`src/rtl/sd_host_arbiter.sv`:
```
// Arbitrates the single user_io SD-sector host port between two block-device clients,
// one sector transaction at a time, with ack/strobe/data routing to the granted client.
//
//  state | meaning
//  IDLE  | no owner; picks a requester (fixed or round-robin) and latches its LBA/op
//  REQ   | host_rd/host_wr asserted for owner; waits for host_ack, cancel or timeout
//  XFER  | host acked; sector bytes flow until host_ack falls
//  DONE  | waits for owner to drop its request, then frees the port
module sd_host_arbiter #(
   parameter int PRIO_FIXED = 0,
   parameter int TMO_W      = 24,
   parameter int TMO_EN     = 1
) (
   input  logic        clk_sys,
   input  logic        reset_n,
   input  logic        c0_rd,
   input  logic        c0_wr,
   input  logic [31:0] c0_lba,
   input  logic [7:0]  c0_buff_din,
   output logic        c0_ack,
   output logic        c0_buff_wr,
   input  logic        c1_rd,
   input  logic        c1_wr,
   input  logic [31:0] c1_lba,
   input  logic [7:0]  c1_buff_din,
   output logic        c1_ack,
   output logic        c1_buff_wr,
   output logic [1:0]  host_rd,
   output logic [1:0]  host_wr,
   output logic [31:0] host_lba,
   input  logic        host_ack,
   input  logic        host_buff_wr,
   output logic [7:0]  host_buff_din,
   output logic [1:0]  grant,
   output logic        busy,
   output logic        timeout_err
);

   typedef enum logic [1:0] {IDLE, REQ, XFER, DONE} state_t;

   localparam logic [TMO_W-1:0] TMO_MAX = '1;

   state_t             state, state_nxt;
   logic [1:0]         grant_nxt, host_rd_nxt, host_wr_nxt;
   logic [31:0]        host_lba_nxt;
   logic               rr_ptr, rr_ptr_nxt;
   logic [TMO_W-1:0]   tmo_cnt, tmo_cnt_nxt;
   logic               timeout_err_nxt;
   logic               req0, req1, owner_req, sel, sel_rd;

   always_ff @(posedge clk_sys or negedge reset_n) begin
      if (!reset_n) begin
         state       <= IDLE;
         grant       <= 2'b00;
         host_rd     <= 2'b00;
         host_wr     <= 2'b00;
         host_lba    <= 32'd0;
         rr_ptr      <= 1'b0;
         tmo_cnt     <= '0;
         timeout_err <= 1'b0;
      end else begin
         state       <= state_nxt;
         grant       <= grant_nxt;
         host_rd     <= host_rd_nxt;
         host_wr     <= host_wr_nxt;
         host_lba    <= host_lba_nxt;
         rr_ptr      <= rr_ptr_nxt;
         tmo_cnt     <= tmo_cnt_nxt;
         timeout_err <= timeout_err_nxt;
      end
   end

   always_comb begin
      state_nxt       = state;
      grant_nxt       = grant;
      host_rd_nxt     = host_rd;
      host_wr_nxt     = host_wr;
      host_lba_nxt    = host_lba;
      rr_ptr_nxt      = rr_ptr;
      tmo_cnt_nxt     = tmo_cnt;
      timeout_err_nxt = 1'b0;

      req0      = c0_rd | c0_wr;
      req1      = c1_rd | c1_wr;
      owner_req = grant[1] ? req1 : req0;

      // sel = 1 picks client 1; ties go to client 0 or the round-robin pointer
      if (req0 && req1)
         sel = (PRIO_FIXED == 0) ? rr_ptr : 1'b0;
      else
         sel = req1;
      sel_rd = sel ? c1_rd : c0_rd;

      case (state)
         IDLE: begin
            if (req0 || req1) begin
               grant_nxt    = sel ? 2'b10 : 2'b01;
               host_lba_nxt = sel ? c1_lba : c0_lba;
               host_rd_nxt  = sel_rd ? grant_nxt : 2'b00;
               host_wr_nxt  = sel_rd ? 2'b00 : grant_nxt;
               tmo_cnt_nxt  = '0;
               state_nxt    = REQ;
            end
         end
         REQ: begin
            if (host_ack) begin
               host_rd_nxt = 2'b00;
               host_wr_nxt = 2'b00;
               state_nxt   = XFER;
            end else if (!owner_req) begin
               host_rd_nxt = 2'b00;
               host_wr_nxt = 2'b00;
               grant_nxt   = 2'b00;
               state_nxt   = IDLE;
            end else if ((TMO_EN != 0) && (tmo_cnt == TMO_MAX - 1'b1)) begin
               host_rd_nxt     = 2'b00;
               host_wr_nxt     = 2'b00;
               timeout_err_nxt = 1'b1;
               state_nxt       = DONE;
            end else begin
               tmo_cnt_nxt = tmo_cnt + 1'b1;
            end
         end
         XFER: begin
            if (!host_ack)
               state_nxt = DONE;
         end
         DONE: begin
            // holding off until the request drops prevents re-serving the same request
            if (!owner_req) begin
               grant_nxt  = 2'b00;
               rr_ptr_nxt = grant[0];
               state_nxt  = IDLE;
            end
         end
         default: state_nxt = IDLE;
      endcase
   end

   assign busy          = (state != IDLE);
   assign c0_ack        = host_ack & grant[0];
   assign c1_ack        = host_ack & grant[1];
   assign c0_buff_wr    = host_buff_wr & grant[0];
   assign c1_buff_wr    = host_buff_wr & grant[1];
   assign host_buff_din = grant[1] ? c1_buff_din : (grant[0] ? c0_buff_din : 8'h00);

endmodule

```
`config.mk`:
```
export PLATFORM = sky130hd
export DESIGN_NAME = sd_host_arbiter
export DESIGN_NICKNAME = d
export VERILOG_FILES = /design/src/rtl/sd_host_arbiter.sv
export SDC_FILE = /design/constraint.sdc
export NUM_CORES = 1
export LEC_CHECK = 0
export ABC_AREA = 1
export BUFFER_PORTS_ARGS = -buffer_cell sky130_fd_sc_hd__buf_2
export CAP_MARGIN = 25
export CORE_MARGIN = 4
export CORE_UTILIZATION = 45
export CTS_CLUSTER_DIAMETER = 40
export DETAILED_ROUTE_END_ITERATION = 12
export GPL_ROUTABILITY_DRIVEN = 1
export GPL_TIMING_DRIVEN = 1
export PLACE_DENSITY = 0.77
export SLEW_MARGIN = 40
export SYNTH_ARGS = -nofsm -noshare
export SYNTH_HDL_FRONTEND = slang
export SYNTH_SLANG_ARGS = --single-unit
```
`constraint.sdc`:
```
create_clock -name clk_sys -period 1.6 [get_ports clk_sys]
set_input_delay 0.32 -clock clk_sys [delete_from_list [all_inputs] [get_ports clk_sys]]
set_output_delay 0.32 -clock clk_sys [all_outputs]
set_load 0.02 [all_outputs]
```
==> results.json <==
{
  "dpl_cell_area_um2": 4930,
  "synth_flop_cell": "dfrtp_1",
  "clockBufferDepth": 2,
  "start_util_pct": 46.4,
  "synth_area_um2": 3830,
  "cts_max_level": 3,
  "portBuffers": 139,
  "cts_tree": "built",
  "critPathArrivalTime_ps": 1970,
  "crit_start": "tmo_cnt[2]",
  "cts_buffers": 9,
  "drt_iter0_drc": 253,
  "setup_violations": 27,
  "rows": 33,
  "design_area_um2": 5460,
  "path_clk_slew_ps": 80,
  "failed_checks": "setup timing",
  "period_share_pct": 108,
  "area_delta_synth_final_pct": 42.5,
  "grt-ovfl-total": 0,
  "drive_above_1_share_pct": 36.6,
  "avgViaCountPerCell": 5.31,
  "status": "finished, violations left",
  "die_x_um": 100,
  "die-area_um2": 10000,
  "grt_pass1_wl_um": 19500,
  "insertion_delay_ps": 360,
  "syn_nets": 639,
  "rsz0062_at_grt": "yes",
  "whs_ps": 205,
  "antenna_found_initial": 0,
  "num_antenna_cells": 0,
  "cellPowerDensity_nw_per_um2": 1640,
  "maxCapViolCount": 0,
  "core_um2": 8260,
  "crit_type": "reg -> reg",
  "fmax_mhz": 580,
  "cts-root-buf": "clkbuf_8",
  "ys_seq_area_share_pct": 43.1,
  "hold_start": "c1_lba[4]",
  "synth_warnings": 0,
  "timing.rr.start": "tmo_cnt[2]",
  "ir_drop_uv": 1010,
  "worstHoldPathType": "in -> reg",
  "drv_slew": 0,
  "ioPinCount": 140,
  "route.vias.total": 4511,
  "grt_max_degree": 67,
  "endpoint_kind": "flip-flop",
  "wire_per_inst_um": 14.7,
  "ant_nets": 0,
  "cts.sinks": 66,
  "worstPathRequired_ps": 1850,
  "fin_crit_ps": 1720,
  "firstDrtPassIters": 5,
  "wirelength_um": 12500,
  "nNetsFinal": 830,
  "dpl.hpwl_um": 8550,
  "relSlewSlack_pct": 75.3,
  "start_kind": "flip-flop",
  "place_ws_ps": -61.0,
  "groute.usage.overall_pct": 23.8,
  "postSynthCellCount": 549,
  "syn_avg_cell_area_um2": 6.97,
  "r2r_slack_ps": -120,
  "path_max_fanout": 5,
  "final_util_pct": 66.1,
  "synth_edf_count": 0,
  "hold_viol_final": 0,
  "worst_pin_slew_ps": 369,
  "drc": 0,
  "synth_commonest_cells": "189 x nand2_1, 80 x nor2_1, 66 x dfrtp_1",
  "postLayoutSetupSlackWorst_ps": -123,
  "synthTopCellsByArea": "dfrtp_1 43%, nand2_1 19%, nor2_1 7.8%, o21ai_0 7.3%, nand3_1 4.6%",
  "grt_pass1_vias": 4367,
  "synth_top_area_share_pct": 43.1,
  "p_leak_nw": 2.83,
  "synth_cell_types": 32,
  "yosysTopAreaCell": "dfrtp_1",
  "fp.dieH_um": 100,
  "ys_seq_elements": 66,
  "yosysMostFrequentCell": "nand2_1",
  "fin_skew_ps": 14.1,
  "gp_congestion": 0.966,
  "ys_async_sr_fraction_pct": 100
}
[critical path: stages, from the launching register on]
cell     delay, ps
dfrtp_2        460
nand2_1        180
inv_2          110
nand3_1        110
nor2_1         150
nand2_2        120
nand2_4        120
nand2_8        100
buf_6          140
nand3_1         60
nand2_1         60
[registers in the layout, indices dropped and copies added, names as in the netlist, named ones only]
name and cells:
grant 2, host_lba 32, host_rd 2, host_wr 2
rr_ptr 1, state 1, timeout_err 1, tmo_cnt 24
[per-stage QoR]
| step | std cells | power [mW] | setup TNS, ps |
|---|---|---|---|
| after floorplan | 549 | 5.16 | 0 |
| after global placement | 817 | 6.54 | -462 |
| after detailed placement | 817 | 6.68 | -1090 |
| after CTS | 842 | 8.48 | -5.88 |
| after global routing | 850 | 9.56 | -4090 |
| final | 850 | 8.97 | -1680 |
[path summary, 6_finish.rpt]
check | end | cells after the start
max in group asynchronous | grant[0] | 3
worst min-delay path | host_lba[4] | 3
min in group asynchronous | host_lba[17] | 3
worst max register to register | tmo_cnt[3] | 10
worst min register to register | host_lba[20] | 2
worst max-delay path | tmo_cnt[3] | 10
[layer usage]
metal	track usage, %	vias up	share of wire [%]
met1	29.1	2110	39
met4	8.29	0	3.4
li1	-	2136	-
met3	4.10	51	7.3
met2	42.0	214	50
met5	0	-	0
[cell usage in the layout (no fill, tap or decap), types with 2 or more instances in the layout]
cell	count
nor2_1	73
buf_4	53
nor2_4	2
clkbuf_8	9
inv_4	2
inv_2	10
nand2_2	13
buf_2	136
xnor2_1	3
inv_6	3
nand4_1	7
buf_12	4
nand2_8	3
o21ai_0	55
nand3_2	2
xor2_1	6
dfrtp_2	3
dfrtp_1	63
nor2_2	13
bufinv_16	2
o22ai_1	2
o21ai_1	18
buf_6	4
nand3_1	32
nor3_1	3
inv_1	28
nand2_1	176
nand2_4	4
[what timing repair did]
action | 4_1_cts | 5_1_grt
cloned | 0 | 2
setup buffers | 9 | 6
hold buffers | 1 | 0
gates resized for setup | 6 | 41
pin swaps | 2 | 15
endpoints found under the hold margin | 33 | 0
endpoints found under the setup margin | 36 | 41
[logic make-up (layout without fill, tap and decap cells)]
| group | Yosys count | count (layout) | synth area share (%) |
|---|---|---|---|
| simple gates | 331 | 333 | 36.0 |
| flops | 66 | 66 | 43.1 |
| buf+inv | 60 | 254 | 6.57 |
| compound gates | 81 | 81 | 11.6 |
| fa+ha+maj | 2 | 2 | 0.653 |
| xor+xnor | 9 | 9 | 2.06 |
[cell type report]
class                      count  area (um2)
clock inverter                 7         100
timing repair buffer         198        1210
tap                          105         131
inverter                      40         155
clock buffer                   9         124
sequential                    66        1660
multi-input combinational    425        2080
fill                         695        2800
[where the power goes]
group	switching, mW	internal [mW]	total (mW)
registers	0.363	2.22	2.58
clock network	0.721	0.894	1.61
logic	3.01	1.76	4.77
Power figures use the tool's default switching activity.
